<file path="config.mk">
export PLATFORM = sky130hd
export DESIGN_NAME = stopwatch_fnd_scan
export DESIGN_NICKNAME = d
export VERILOG_FILES = /design/src/rtl/stopwatch_pkg.sv /design/src/rtl/bcd_to_seg7.sv /design/src/rtl/stopwatch_fnd_scan.sv
export SDC_FILE = /design/constraint.sdc
export NUM_CORES = 1
export LEC_CHECK = 0
export ABC_AREA = 1
export CAP_MARGIN = 20
export CELL_PAD_IN_SITES_DETAIL_PLACEMENT = 0
export CELL_PAD_IN_SITES_GLOBAL_PLACEMENT = 1
export CORE_MARGIN = 2
export CORE_UTILIZATION = 42
export CTS_CLUSTER_SIZE = 8
export DETAILED_ROUTE_END_ITERATION = 6
export PLACE_DENSITY_LB_ADDON = 0.15
export REMOVE_ABC_BUFFERS = 1
export SYNTH_ARGS = -nofsm -noshare
export SYNTH_HDL_FRONTEND = slang
export SYNTH_HIERARCHICAL = 1
export SYNTH_SLANG_ARGS = --single-unit
export TNS_END_PERCENT = 5
</file>
<file path="constraint.sdc">
create_clock -name clk1k -period 4.5 [get_ports clk1k]
set_clock_uncertainty 0.2 [all_clocks]
set_input_delay 0.9 -clock clk1k [delete_from_list [all_inputs] [get_ports clk1k]]
set_output_delay 0.9 -clock clk1k [all_outputs]
set_load 0.01 [all_outputs]
</file>
<file path="src/rtl/stopwatch_pkg.sv">
// Shared constants for the stopwatch display path: digit count, active-low
// segment patterns and the all-digits-off common pattern.
package stopwatch_pkg;

  localparam int NUM_DIG = 8;

  // Segment order {g,f,e,d,c,b,a}, active-low
  localparam logic [6:0] SEG_0     = 7'h40;
  localparam logic [6:0] SEG_1     = 7'h79;
  localparam logic [6:0] SEG_2     = 7'h24;
  localparam logic [6:0] SEG_3     = 7'h30;
  localparam logic [6:0] SEG_4     = 7'h19;
  localparam logic [6:0] SEG_5     = 7'h12;
  localparam logic [6:0] SEG_6     = 7'h02;
  localparam logic [6:0] SEG_7     = 7'h78;
  localparam logic [6:0] SEG_8     = 7'h00;
  localparam logic [6:0] SEG_9     = 7'h10;
  localparam logic [6:0] SEG_E     = 7'h06;
  localparam logic [6:0] SEG_BLANK = 7'h7F;

  localparam logic [7:0] COM_OFF = 8'hFF;

  typedef logic [3:0] nibble_t;

  // True when nibbles idx..NUM_DIG-1 of v are all zero
  function automatic logic upper_zero(input logic [31:0] v, input logic [2:0] idx);
    logic z;
    z = 1'b1;
    for (int i = 0; i < NUM_DIG; i++) begin
      if ((i >= int'(idx)) && (v[4*i +: 4] != 4'h0)) z = 1'b0;
    end
    return z;
  endfunction

endpackage

</file>
<file path="src/rtl/bcd_to_seg7.sv">
// Combinational BCD nibble to active-low 7-segment pattern; values above 9
// render as 'E' so a corrupted time value is visible on the display.
module bcd_to_seg7
  import stopwatch_pkg::*;
(
  input  logic [3:0] nib,
  output logic [6:0] seg
);

  always_comb begin
    seg = SEG_E;
    case (nib)
      4'd0: seg = SEG_0;
      4'd1: seg = SEG_1;
      4'd2: seg = SEG_2;
      4'd3: seg = SEG_3;
      4'd4: seg = SEG_4;
      4'd5: seg = SEG_5;
      4'd6: seg = SEG_6;
      4'd7: seg = SEG_7;
      4'd8: seg = SEG_8;
      4'd9: seg = SEG_9;
      default: seg = SEG_E;
    endcase
  end

endmodule

</file>
<file path="src/rtl/stopwatch_fnd_scan.sv">
// 8-digit multiplexed common-anode FND scanner. The time value is captured
// once per frame so a frame never mixes digits from two different values.
module stopwatch_fnd_scan
  import stopwatch_pkg::*;
#(
  parameter int         DWELL   = 2,
  parameter bit         LZB     = 1'b1,
  parameter logic [7:0] DP_MASK = 8'b0001_0100
) (
  input  logic        clk1k,
  input  logic        sw_reset,
  input  logic [31:0] val,
  input  logic        hold,
  output logic [7:0]  fnd_com,
  output logic [6:0]  fnd_seg,
  output logic        fnd_dp,
  output logic        frame_done
);

  localparam int             CNT_W    = (DWELL > 1) ? $clog2(DWELL) : 1;
  localparam logic [CNT_W-1:0] CNT_LAST = CNT_W'(DWELL - 1);
  localparam bit             GUARD    = (DWELL >= 2);

  logic [CNT_W-1:0] cnt_p0;
  logic [2:0]       idx_p0;
  logic [31:0]      snap_p0;
  logic             cnt_end;
  logic             frame_end;

  assign cnt_end   = (cnt_p0 == CNT_LAST);
  assign frame_end = cnt_end && (idx_p0 == 3'd7);

  // Stage p0: dwell/digit counters and per-frame snapshot
  always_ff @(posedge clk1k or negedge sw_reset) begin
    if (!sw_reset) begin
      cnt_p0  <= '0;
      idx_p0  <= '0;
      snap_p0 <= '0;
    end else begin
      if (cnt_end) begin
        cnt_p0 <= '0;
        idx_p0 <= idx_p0 + 3'd1;
      end else begin
        cnt_p0 <= cnt_p0 + 1'b1;
      end
      if (frame_end && !hold) snap_p0 <= val;
    end
  end

  logic [3:0] nib;
  logic [6:0] seg_dec;
  logic       blank;
  logic [6:0] seg_nxt;
  logic [7:0] com_nxt;
  logic       dp_nxt;

  assign nib = snap_p0[{idx_p0, 2'b00} +: 4];

  bcd_to_seg7 u_dec (
    .nib (nib),
    .seg (seg_dec)
  );

  // The all-off cycle at the start of each dwell hides segment changeover ghosting
  always_comb begin
    blank   = LZB && (idx_p0 != 3'd0) && upper_zero(snap_p0, idx_p0);
    seg_nxt = blank ? SEG_BLANK : seg_dec;
    com_nxt = ~(8'b1 << idx_p0);
    if (GUARD && (cnt_p0 == '0)) com_nxt = COM_OFF;
    dp_nxt  = ~DP_MASK[idx_p0];
  end

  // Stage p1: registered display outputs
  always_ff @(posedge clk1k or negedge sw_reset) begin
    if (!sw_reset) begin
      fnd_com    <= COM_OFF;
      fnd_seg    <= SEG_BLANK;
      fnd_dp     <= 1'b1;
      frame_done <= 1'b0;
    end else begin
      fnd_com    <= com_nxt;
      fnd_seg    <= seg_nxt;
      fnd_dp     <= dp_nxt;
      frame_done <= frame_end;
    end
  end

endmodule

</file>
Yosys cells after proc, flatten, opt, wreduce, memory -nomap -nowiden
Memories as Yosys holds them, arrays and structs flattened.
Index checks and enable logic that the tools add are counted.
Storage, ports and cells
  word-level logic and storage cells: 56
  memories: 2
  input bits: 35
  memory bits (read-only): 120
  bits in registers: 53
Memories
  (no name shown): words 16, width 7, read ports 1, clocked after memory_dff 0, wr ports 0, RTL line bcd_to_seg7.sv:12  | case (nib)
  (no name shown): words 8, width 1, read ports 1, clocked after memory_dff 0, wr ports 0, RTL line stopwatch_fnd_scan.sv:70  | dp_nxt = ~DP_MASK[idx_p0];
Operators by class
  equal/unequal tests: 1
  reduce and logical (&&, ||, !) cells: 20
  $lt $le $gt $ge: 8
  add/sub/neg operators: 2
  muxes and demuxes: 12
  bitwise gates (word level): 2
  shift operators: 2
Operators with widths (number)
  $reduce_bool A4 Y1: 8
  $shiftx A32 B6 Y4: 1
  $logic_and A1 B1 Y1: 10
  $mux W1: 10
  $ge A3 B3 Y1 const A: 3
  $mux W8: 1
  $not A8 Y8: 1
  $shl A1 B3 Y8 const A: 1
  $mux W7: 1
  $ge A1 B3 Y1 const A: 2
  $ge A2 B3 Y1 const A: 2
  $lt A3 B4 Y1 const B: 1
  $add A3 B1 Y3 const B: 1
  $eq A3 B3 Y1 const B: 1
  $reduce_bool A3 Y1: 1
  $add A1 B1 Y1 const B: 1
  $logic_not A1 Y1: 1
  $not A1 Y1: 1

Logic depth before layout (Yosys ltp)
Gate-level depths: netlist (run 1).
  depth in word-level cells: 12
  mapped depth: 13
  depth with buffers taken out: 13

Modules after synthesis
Netlist (run 1), hierarchy kept.
By module, submodules not included
  stopwatch_fnd_scan: times used 1, cells an instance 256, area each 2489.9 sq um
  bcd_to_seg7: times used 1, cells an instance 30, area each 167.7 sq um

Worst setup path before layout (run 1)
OpenSTA, ideal clock, no wires.
  path kind: register -> register
  start point: register idx_p0[0]
  end point: register fnd_seg[3]
  clock period less this slack: 2.069 ns
  data arrival time: 1.809 ns
  library setup time: 0.060 ns
  path slack: 2.431 ns
  cell stages (with the launch flop): 14
  cells stage by stage: dfrtp_1 > inv_1 > clkbuf_1 > nor2_1 > o22ai_1 > nand2_1 > nand2_1 > inv_1 > ha_1 > nand2_1 > inv_1 > nor2_1 > inv_1 > nand2_1
Between the ends
  elaborated cells on any way between the ends: 27
  classes of those cells: 7 x order compare; 1 x shift; 9 x mux; 9 x reduce/logical; 1 x memory
RTL lines
  start: declaration: RTL line stopwatch_fnd_scan.sv:25  | logic [2:0] idx_p0;
  start signal: assignment: RTL line stopwatch_fnd_scan.sv:42  | idx_p0 <= idx_p0 + 3'd1;
  $shiftx A32 B6 Y4: RTL line stopwatch_fnd_scan.sv:57  | assign nib = snap_p0[{idx_p0, 2'b00} +: 4];
  via nib[0]: RTL line stopwatch_fnd_scan.sv:50  | logic [3:0] nib;
  $mem_v2 Z16 W7
  via seg_dec[3]: RTL line stopwatch_fnd_scan.sv:51  | logic [6:0] seg_dec;
  $mux W7: RTL line stopwatch_fnd_scan.sv:67  | seg_nxt = blank ? SEG_BLANK : seg_dec;
  via seg_nxt[3]: RTL line stopwatch_fnd_scan.sv:53  | logic [6:0] seg_nxt;
  end signal: assignment: RTL line stopwatch_fnd_scan.sv:82  | fnd_seg <= seg_nxt;
  end: declaration: RTL line stopwatch_fnd_scan.sv:15  | output logic [6:0] fnd_seg,
The timed path passes the listed nets, and every way through them passes these cells.
A chain may end at the register's enable or synchronous reset.

Final worst setup path (run 1)
Same ends and word-level chain as after synthesis.

==> qor.csv, run 1 <==
stage,metric,value,unit
status,status,finished clean,
global_routing,use_met1,0.224,
layout,utilization,0.553,
clocking,cts_sinks,53,
floorplanning,die_area,6980,um2
clocking,htreeDepth,2,
layout,regArea,1350,um2
yosys,syn-cell-area,2660,um2
drt,postRouteAntennaNets,0,
floorplanning,core,6030,um2
clocking,cts_root_buf,clkbuf_8,
layout,multi_input_area,1100,um2
timing,finalSetupTns,0,ns
global_routing,antenna_found_initial,0,
yosys,avgSynthCellArea,9.29,um2
clocking,post_cts_resized,0,
drt,vias,1959,
critical_path,worst_setup_path_start_kind,flip-flop,
drt,drt-wirelength-per-cell,12.3,um
critical_path,cp-end-kind,flip-flop,
global_routing,grt_use_met3,0.0386,
clocking,clk_latency,0.31,ns
floorplanning,die_h,83.5,um
yosys,yosysUniqueCellTypes,23,
clocking,clk_pin_slew_worst_paths,0.09,ns
global_routing,grt_pass1_vias,1783,
drt,detail_route.first_pass.iterations,4,
timing,worst_pin_slew,0.715,ns
power,p_leak,1.63,nW
power,p_per_area,307,nW/um2
yosys,ys_top_cells_by_count,"46 x nor2_1, 45 x nand2_1, 37 x dfrtp_1, 31 x inv_1, 26 x o21ai_0",
yosys,synth_top_area_share,0.348,
layout,drive_gt1_frac,0.146,
yosys,ys_top_cells_by_area,"dfrtp_1 35%, dfstp_2 16%, mux2_4 9.6%",
flow_run,max_cap_viol_count,0,
drt,routed_via_density,4.77,
global_routing,grt_pass1_wl,8.58,mm
clocking,cts_setup_buffers,0,
power,irDropWorstVdd,150,uV
yosys,synthCells,286,
drt,wirelength,5.05,mm
critical_path,crit_slowest_cell,dfrtp_1,
drt,drc_errors,0,
critical_path,critPathKind,flip-flop to flip-flop,
yosys,ys_ff_latch,53,
yosys,ys_warn_count,6,
hold_path,hold_class,flip-flop to flip-flop,
layout,nets,381,
critical_path,crit_family,flip-flops,
yosys,synth_top_area_cell,dfrtp_1,
yosys,ys.flop_type,dfrtp_1,
critical_path,path_max_fanout,25,
floorplanning,rows,28,
critical_path,cp.required,4.55,ns
timing,rsz0062_at_grt,no,
floorplanning,die_x,83.5,um
yosys,async_flop_share,1.00,
floorplanning,start_util,0.441,
place,dpl.hpwl,3.62,mm
clocking,cts_tree,yes,
global_routing,top_usage_layer,met1,
global_routing,track_usage,0.154,
timing,timing.final.crit_share,0.602,
layout,synthToLayoutAreaGrowth,25.4,%
layout,antennaDiodeCount,0,
timing,max_slew_margin,0.523,
critical_path,path_buf_inv,4,
place,portBuffers,51,
timing,period_minus_slack,2.71,ns
global_routing,met2_usage,0.223,
clocking,cts_buffer_depth,2,
layout,fill_cells,571,
global_routing,grt_start_max_net_pins,48,
place,finalWeightedCongestion,0.742,
yosys,yosysMostFrequentCell,nor2_1,
yosys,synth-seq-area-share,0.507,
critical_path,arrival,2.76,ns
floorplanning,io_pins,52,
timing,fmax,369,MHz
yosys,synth-edff-count,0,
critical_path,cp_cell_sequence,"inv_1, o21ai_0, o22ai_1, nand2_1, nand2_1, inv_1, ha_1, nand2_1, inv_1, nor2_1, inv_1, nand2_1",
clocking,hold_buffers,0,
drt,drt_iter0_drc,57,
timing,setup_violations,0,
global_routing,grt.overflow.total,0,
clocking,cts_made_buffers,5,
timing,hold_viol,0,
timing,slew_viol_final,0,
critical_path,cpPeakStageDelay,0.81,ns
[final timing paths]
| kind | startpoint | end | slack [ns] | cells after the start |
|---|---|---|---|---|
| worst min-delay path | snap_p0[19] | snap_p0[19] | 0.34 | 2 |
| worst min register to register | snap_p0[19] | snap_p0[19] | 0.34 | 2 |
| worst max-delay path | idx_p0[0] | fnd_seg[3] | 1.79 | 12 |
| max in group asynchronous | sw_reset | fnd_com[5] | 3.10 | 2 |
| worst max register to register | idx_p0[0] | fnd_seg[3] | 1.79 | 12 |
| min in group asynchronous | sw_reset | snap_p0[12] | 0.37 | 1 |
[cell type report]
cell class | count | area share
multi-input combinational | 188 | 0.331
tap | 75 | 0.0282
sequential | 53 | 0.404
clock buffer | 7 | 0.0259
timing repair buffer | 53 | 0.164
clock inverter | 1 | 0.00901
inverter | 34 | 0.0383
[flip-flops by register name, indices dropped and copies added, names as in the netlist]
register and flops:
snap_p0 32, frame_done 1, fnd_com 8, fnd_seg 7, idx_p0 3, fnd_dp 1, cnt_end 1
[cells by family after synthesis]
| family | synth area share |
|---|---|
| XOR/XNOR | 0.00330 |
| buffers and inverters | 0.0782 |
| multiplexers | 0.0960 |
| AND/OR/NAND/NOR | 0.163 |
| AO/OA/AOI/OAI | 0.101 |
| flip-flops | 0.507 |
| adder cells (fa/ha/maj) | 0.0518 |
[routing by layer]
layer | part of all wire | routed length [um]
met3 | 0.042 | 214
met1 | 0.50 | 2530
met5 | 0 | 0
met2 | 0.44 | 2220
met4 | 0.017 | 85
[through the flow]
stage / hold slack (ns) / area, um2 / total power, mW / setup slack [ns] / cells
floorplan: 0.292 / 2580 / 0.618 / 1.60 / 275
global placement: 0.314 / 3180 / 0.690 / 1.63 / 401
detailed placement: 0.318 / 3200 / 0.695 / 1.62 / 402
CTS: 0.344 / 3310 / 1.03 / 1.66 / 410
global route: 0.367 / 3330 / 1.07 / 1.51 / 411
finish: 0.336 / 3330 / 1.02 / 1.79 / 411
[layout by cell type, fill, tap and decap left out, types with 2 or more instances in the layout]
cell type and count:
dfrtp_1 37, nor2_1 46, a21oi_1 18, nand4_1 2
mux2_4 17, nand2_1 45, inv_1 31, dfstp_2 16
ha_1 11, nand3_1 11, clkbuf_8 6, o21ai_0 26
buf_12 2, clkdlybuf4s50_1 50, or2_1 2, o22ai_1 4
inv_2 2
[power by group]
part / switching [mW] / internal (mW) / total, mW
Combinational: 0.0629 / 0.0831 / 0.146
Sequential: 0.0203 / 0.518 / 0.538
Clock: 0.157 / 0.182 / 0.338
Total: 0.240 / 0.782 / 1.02
[tightest hold or removal path, delay by kind of cell, from the launching register on]
| kind | cells | cell delay (ns) |
|---|---|---|
| buffers and inverters | 1 | 0.07 |
| DFF | 1 | 0.38 |
| AOI/OAI and AO/OA | 1 | 0.06 |
No activity file was read; power rests on OpenSTA's default activity.
==> run 2, diff against run 1 <==
- CORE_UTILIZATION: 42 -> 35
- clock period: 4.5 -> 2.45 ns (I/O delays scaled with it)
==> qor.csv, run 2 (same netlist as run 1, synthesis figures left out) <==
stage,metric,value,unit,change
drt,drc_errors,0,,unchanged
clocking,hold_buffers,0,,unchanged
place,portBuffers,51,,unchanged
floorplanning,die_h,91.1,um,was 83.5 um
critical_path,cpPeakStageDelay,0.57,ns,was 0.81 ns
critical_path,crit_slowest_cell,dfrtp_1,,unchanged
drt,detail_route.first_pass.iterations,4,,unchanged
timing,timing.final.crit_share,0.907,,was 0.602
layout,fin_cells,440,,was 411
drt,drt-met1-wl,2.71,mm,was 2.53 mm
layout,synthToLayoutAreaGrowth,28.4,%,was 25.4%
timing,slew_viol_final,0,,unchanged
drt,wl_met2,2.45,mm,was 2.22 mm
power,clkPwrFrac,0.329,,was 0.331
critical_path,path_max_fanout,47,,was 25
global_routing,antenna_found_initial,0,,unchanged
power,switching_share,0.239,,was 0.235
drt,wirelength,5.43,mm,was 5.05 mm
global_routing,grt_start_max_net_pins,48,,unchanged
critical_path,crit_family,flip-flops,,unchanged
layout,utilization,0.468,,was 0.553
place,place_area,3280,um2,was 3200 um2
power,comb_power_share,0.144,,was 0.143
clocking,clk_pin_slew_worst_paths,0.10,ns,was 0.09 ns
critical_path,cpMostUsedCell,ha_1,,
status,status,"complete, but fails checks",,was finished clean
timing,period_minus_slack,2.22,ns,was 2.71 ns
critical_path,cp_cell_sequence,"ha_1, ha_1, nand2_1, or2_2, buf_12, mux2_4",,"was inv_1, o21ai_0, o22ai_1, nand2_1, nand2_1, inv_1, ha_1, nand2_1, inv_1, nor2_1, inv_1, nand2_1"
flow_run,max_cap_viol_count,0,,unchanged
global_routing,grt.overflow.total,0,,unchanged
place,dp_slack,0.206,ns,was 1.62 ns
place,dp_cells,432,,was 402
clocking,cts_sinks,53,,unchanged
floorplanning,die_x,91.1,um,was 83.5 um
clocking,htreeDepth,2,,unchanged
timing,worst_pin_slew,0.625,ns,was 0.715 ns
critical_path,cp.required,2.44,ns,was 4.55 ns
layout,mostFrequentLayoutCells,"50 x clkdlybuf4s50_1, 46 x nor2_1, 45 x nand2_1",,unchanged
critical_path,path_buf_inv,1,,was 4
hold_path,hold_class,input port to async pin,,was flip-flop to flip-flop
power,power_frac_seq,0.527,,was 0.526
timing,hold_viol,20,,was 0
place,finalWeightedCongestion,0.794,,was 0.742
timing,worst_slack,0.227,ns,was 1.79 ns
timing,finalSetupTns,0,ns,unchanged
power,p_total,1.88,mW,was 1.02 mW
timing,fmax,450,MHz,was 369 MHz
drt,dr_wl_met3,187,um,was 214 um
floorplanning,rows,31,,was 28
critical_path,cp-end-kind,flip-flop,,unchanged
critical_path,arrival,2.22,ns,was 2.76 ns
global_routing,grt_pass1_wl,9.16,mm,was 8.58 mm
power,p_sw,0.448,mW,was 0.240 mW
power,internal-power,1.43,mW,was 0.782 mW
floorplanning,start_util,0.364,,was 0.441
clocking,cts_buffer_depth,2,,unchanged
layout,regMostFlops,snap_p0,,unchanged
floorplanning,io_pins,52,,unchanged
timing,whs,-0.00992,ns,was 0.336 ns
clocking,cts_tree,yes,,unchanged
drt,vias,1971,,was 1959
layout,top_regs,"snap_p0 x32, fnd_com x8, fnd_seg x7",,unchanged
drt,postRouteAntennaNets,0,,unchanged
power,irDropWorstVdd,320,uV,was 150 uV
layout,design_area,3410,um2,was 3330 um2
drt,routed.top_layer,met4,,unchanged
status,violations,hold timing,,
global_routing,track_usage,0.138,,was 0.154
layout,final_common_cell,clkdlybuf4s50_1,,unchanged
floorplanning,core,7290,um2,was 6030 um2
power,p_leak,1.66,nW,was 1.63 nW
power,p_per_area,550,nW/um2,was 307 nW/um2
clocking,cts_root_buf,clkbuf_8,,unchanged
drt,drt_iter0_drc,86,,was 57
place,dpl.hpwl,4.05,mm,was 3.62 mm
drt,drt-wirelength-per-cell,12.3,um,about the same
critical_path,worst_setup_path_start_kind,flip-flop,,unchanged
layout,drive_gt1_frac,0.164,,was 0.146
layout,nets,386,,was 381
global_routing,grt_pass1_vias,1933,,was 1783
timing,setup_violations,0,,unchanged
clocking,clk_latency,0.31,ns,about the same
floorplanning,die_area,8310,um2,was 6980 um2
timing,max_slew_margin,0.583,,was 0.523
drt,routed_via_density,4.48,,was 4.77
timing,rsz0062_at_grt,no,,unchanged
critical_path,critPathKind,flip-flop to flip-flop,,unchanged
clocking,cts_setup_buffers,0,,unchanged
layout,largest_reg_flops,32,,unchanged
clocking,cts_made_buffers,5,,unchanged
critical_path,r2r_setup_slack,0.23,ns,was 1.79 ns
layout,antennaDiodeCount,0,,unchanged
## run 2: changes by cell type in the layout (fill, tap and decap cells not counted), sizes merged
cell,before,now
inv,33,32
bufinv,1,0
buf,3,8
clkinvlp,0,1
clkinv,1,2
## run 2: what timing repair did
action                                  in CTS  in global routing
gates resized for setup                      0                  1
endpoints found under the setup margin       0                  2
endpoints found under the hold margin        0                  0
## run 2: worst paths after layout
path,from,endpoint,cells past startpoint
hold reg to reg,snap_p0[23],snap_p0[23],2
hold / removal,sw_reset,frame_done,1
max in group asynchronous,sw_reset,fnd_seg[6],2
setup reg to reg,idx_p0[1],snap_p0[27],6
min in group clk1k,snap_p0[23],snap_p0[23],2
setup / recovery,idx_p0[1],snap_p0[27],6
## run 2: power by group through the flow
| stage | Sequential (mW) | Combinational [mW] | Clock, mW |
|---|---|---|---|
| finish | 0.989 | 0.270 | 0.617 |
| global route | 1.00 | 0.306 | 0.665 |
| CTS | 0.989 | 0.276 | 0.639 |
| detailed placement | 1.00 | 0.276 | 0 |
| global placement | 1.01 | 0.270 | 0 |
| floorplan | 1.00 | 0.133 | 0 |
## run 2: final cells by class
cell class	instances	area [um2]
Fill cell	743	3880
Sequential cell	53	1350
Multi-Input combinational cell	188	1100
Timing Repair Buffer	58	583
Inverter	34	131
Tap cell	99	124
Clock buffer	7	119
Clock inverter	1	5.00
## run 2: per-layer routing
metal | vias to the layer above | global-route usage
met5 | - | 0
met4 | 0 | 0.0417
met3 | 6 | 0.0290
met2 | 35 | 0.225
met1 | 915 | 0.186
li1 | 1015 | -
==> run 3, diff against run 2 <==
- CORE_UTILIZATION: 35 -> 34
- HOLD_SLACK_MARGIN: not set -> 0.02
- SYNTH_HIERARCHICAL: 1 -> not set
==> qor.csv, run 3 <==
stage,metric,value,unit,change
status,status,finished clean,,"was complete, but fails checks"
layout,top_regs,"snap_p0 x32, fnd_com x8, fnd_seg x7",,unchanged
layout,design_area,3390,um2,was 3410 um2
yosys,yosysMostFrequentCell,nand2_1,,was nor2_1
timing,worst_pin_slew,0.620,ns,was 0.625 ns
timing,fmax,465,MHz,was 450 MHz
global_routing,track_usage,0.142,,was 0.138
timing,period_minus_slack,2.15,ns,was 2.22 ns
global_routing,grt.overflow.total,0,,unchanged
clocking,cts_root_buf,clkbuf_8,,unchanged
floorplanning,die_h,92.7,um,was 91.1 um
timing,setup_violations,0,,unchanged
floorplanning,die_area,8590,um2,was 8310 um2
critical_path,arrival,2.19,ns,was 2.22 ns
floorplanning,start_util,0.348,,was 0.364
layout,largest_reg_flops,32,,unchanged
drt,detail_route.first_pass.iterations,4,,unchanged
yosys,avgSynthCellArea,8.39,um2,was 9.29 um2
clocking,clk_latency,0.31,ns,about the same
power,p_per_area,507,nW/um2,was 550 nW/um2
critical_path,r2r_start,idx_p0[0],,was idx_p0[1]
drt,drt-wirelength-per-cell,11.5,um,was 12.3 um
yosys,syn-cell-area,2680,um2,was 2660 um2
layout,synthToLayoutAreaGrowth,26.8,%,was 28.4%
drt,postRouteAntennaNets,0,,unchanged
timing,rsz0062_at_grt,no,,unchanged
clocking,cts_sinks,53,,unchanged
hold_path,holdPathStages,2,,
critical_path,critPathKind,flip-flop to flip-flop,,unchanged
place,place_area,3300,um2,was 3280 um2
yosys,ys_top_cells_by_count,"78 x nand2_1, 46 x nor2_1, 37 x dfrtp_1, 37 x inv_1, 33 x nand3_1",,"was 46 x nor2_1, 45 x nand2_1, 37 x dfrtp_1, 31 x inv_1, 26 x o21ai_0"
global_routing,grt_start_max_net_pins,32,,was 48
clocking,post_cts_resized,0,,unchanged
yosys,ys_top_cells_by_area,"dfrtp_1 35%, dfstp_2 16%, nand2_1 11%",,"was dfrtp_1 35%, dfstp_2 16%, mux2_4 9.6%"
timing,slew_viol_final,0,,unchanged
critical_path,worst_setup_path_start_kind,flip-flop,,unchanged
drt,vias,2118,,was 1971
critical_path,path_max_fanout,11,,was 47
yosys,synthCells,319,,was 286
floorplanning,io_pins,52,,unchanged
floorplanning,die_x,92.7,um,was 91.1 um
place,finalWeightedCongestion,0.722,,was 0.794
global_routing,antenna_found_initial,0,,unchanged
yosys,ys_warn_count,0,,was 6
yosys,synth_top_area_cell,dfrtp_1,,unchanged
yosys,async_flop_share,1.00,,unchanged
yosys,ys.flop_type,dfrtp_1,,unchanged
floorplanning,rows,32,,was 31
layout,drive_gt1_frac,0.141,,was 0.164
critical_path,cp-end-kind,flip-flop,,unchanged
layout,regMostFlops,snap_p0,,unchanged
timing,max_slew_margin,0.587,,was 0.583
clocking,cts_setup_buffers,0,,unchanged
clocking,cts_made_buffers,5,,unchanged
yosys,yosysUniqueCellTypes,25,,was 23
power,p_total,1.72,mW,was 1.88 mW
clocking,cts_buffer_depth,2,,unchanged
clocking,htreeDepth,2,,unchanged
layout,final_common_cell,nand2_1,,was clkdlybuf4s50_1
critical_path,r2r_cells,11,,was 6
flow_run,max_cap_viol_count,0,,unchanged
hold_path,hold_class,flip-flop to flip-flop,,was input port to async pin
global_routing,grt_pass1_vias,2072,,was 1933
critical_path,critPathLaunch,idx_p0[0],,was idx_p0[1]
layout,utilization,0.441,,was 0.468
layout,antennaDiodeCount,0,,unchanged
timing,timing.final.crit_share,0.878,,was 0.907
drt,wirelength,5.51,mm,was 5.43 mm
clocking,cts_tree,yes,,unchanged
critical_path,r2r-end,fnd_seg[4],,was snap_p0[27]
power,irDropWorstVdd,189,uV,was 320 uV
layout,fill_cells,830,,was 743
clocking,clk_pin_slew_worst_paths,0.10,ns,about the same
drt,routed_via_density,4.42,,was 4.48
critical_path,cp.required,2.49,ns,was 2.44 ns
place,portBuffers,51,,unchanged
drt,drt_iter0_drc,91,,was 86
critical_path,cp-endpoint,fnd_seg[4],,was snap_p0[27]
global_routing,grt_pass1_wl,9.52,mm,was 9.16 mm
layout,fin_cells,479,,was 440
yosys,synth-seq-area-share,0.503,,was 0.507
place,dp_cells,470,,was 432
yosys,synth-edff-count,0,,unchanged
yosys,ys_ff_latch,53,,unchanged
floorplanning,core,7690,um2,was 7290 um2
drt,drc_errors,0,,unchanged
yosys,synth_top_area_share,0.346,,was 0.348
place,dpl.hpwl,4.19,mm,was 4.05 mm
layout,mostFrequentLayoutCells,"78 x nand2_1, 50 x clkdlybuf4s50_1, 46 x nor2_1",,"was 50 x clkdlybuf4s50_1, 46 x nor2_1, 45 x nand2_1"
critical_path,r2r_setup_slack,0.30,ns,was 0.23 ns
power,p_leak,1.64,nW,was 1.66 nW
layout,nets,421,,was 386
timing,hold_viol,0,,was 20
==> run 3: worst min path at each step <==
| stage | start | endpoint | slack (ns) |
|---|---|---|---|
| floorplan | sw_reset | cnt_end | -0.006 |
| global placement | snap_p0[20] | snap_p0[20] | 0.31 |
| detailed placement | snap_p0[20] | snap_p0[20] | 0.32 |
| CTS | snap_p0[18] | snap_p0[18] | 0.35 |
| global route | snap_p0[22] | snap_p0[22] | 0.36 |
| finish | snap_p0[18] | snap_p0[18] | 0.34 |
==> run 3: critical path, stage by stage, from the launching register on <==
cell     delay, ns
dfrtp_1       0.41
buf_4         0.19
or2_2         0.30
nand3_1       0.08
nand2_1       0.07
a21oi_2       0.21
inv_1         0.10
ha_1          0.20
nand3_1       0.08
nor2_1        0.04
nor2_1        0.14
nand2_1       0.06
==> run 3: kinds of logic (layout without fill, tap and decap cells) <==
family | after synthesis | count (layout) | synth area share
AND/OR/NAND/NOR | 161 | 161 | 0.245
adder cells (fa/ha/maj) | 10 | 10 | 0.0468
XOR/XNOR | 1 | 1 | 0.00327
multiplexers | 9 | 9 | 0.0407
flip-flops | 53 | 53 | 0.503
AO/OA/AOI/OAI | 33 | 33 | 0.0655
buffers and inverters | 52 | 110 | 0.0954
==> run 3: layout make-up <==
type / instances / area, um2 / share of cell area
Sequential cell: 53 / 1350 / 0.397
Multi-Input combinational cell: 214 / 1070 / 0.316
Timing Repair Buffer: 63 / 611 / 0.180
Inverter: 39 / 149 / 0.0439
Tap cell: 102 / 128 / 0.0376
Clock buffer: 5 / 68.8 / 0.0203
Clock inverter: 3 / 17.5 / 0.00516
==> run 3: layer usage <==
layer  vias up  share of wire  global-route usage
met5         -              0                   0
met4         0          0.014              0.0490
met3         6          0.040              0.0277
met2        41           0.47               0.235
met1       966           0.47               0.185
li1       1105              -                   -
==> run 3: what timing repair did <==
action | CTS | global route
endpoints found under the hold margin | 23 | 0
hold buffers | 1 | 0
setup endpoints to repair | 0 | 0
==> run 3: power by group <==
group / switching, mW / internal, mW
registers: 0.0291 / 0.948
clock network: 0.293 / 0.198
logic: 0.119 / 0.132
==> run 3: per-stage QoR <==
step / setup slack, ns / hold WS [ns] / setup TNS, ns
6_report: 0.299 / 0.341 / 0
5_1_grt: 0.117 / 0.363 / 0
4_1_cts: 0.294 / 0.345 / 0
3_5_place_dp: 0.250 / 0.323 / 0
3_3_place_gp: 0.260 / 0.315 / 0
2_1_floorplan: -0.432 / -0.00559 / -8.65
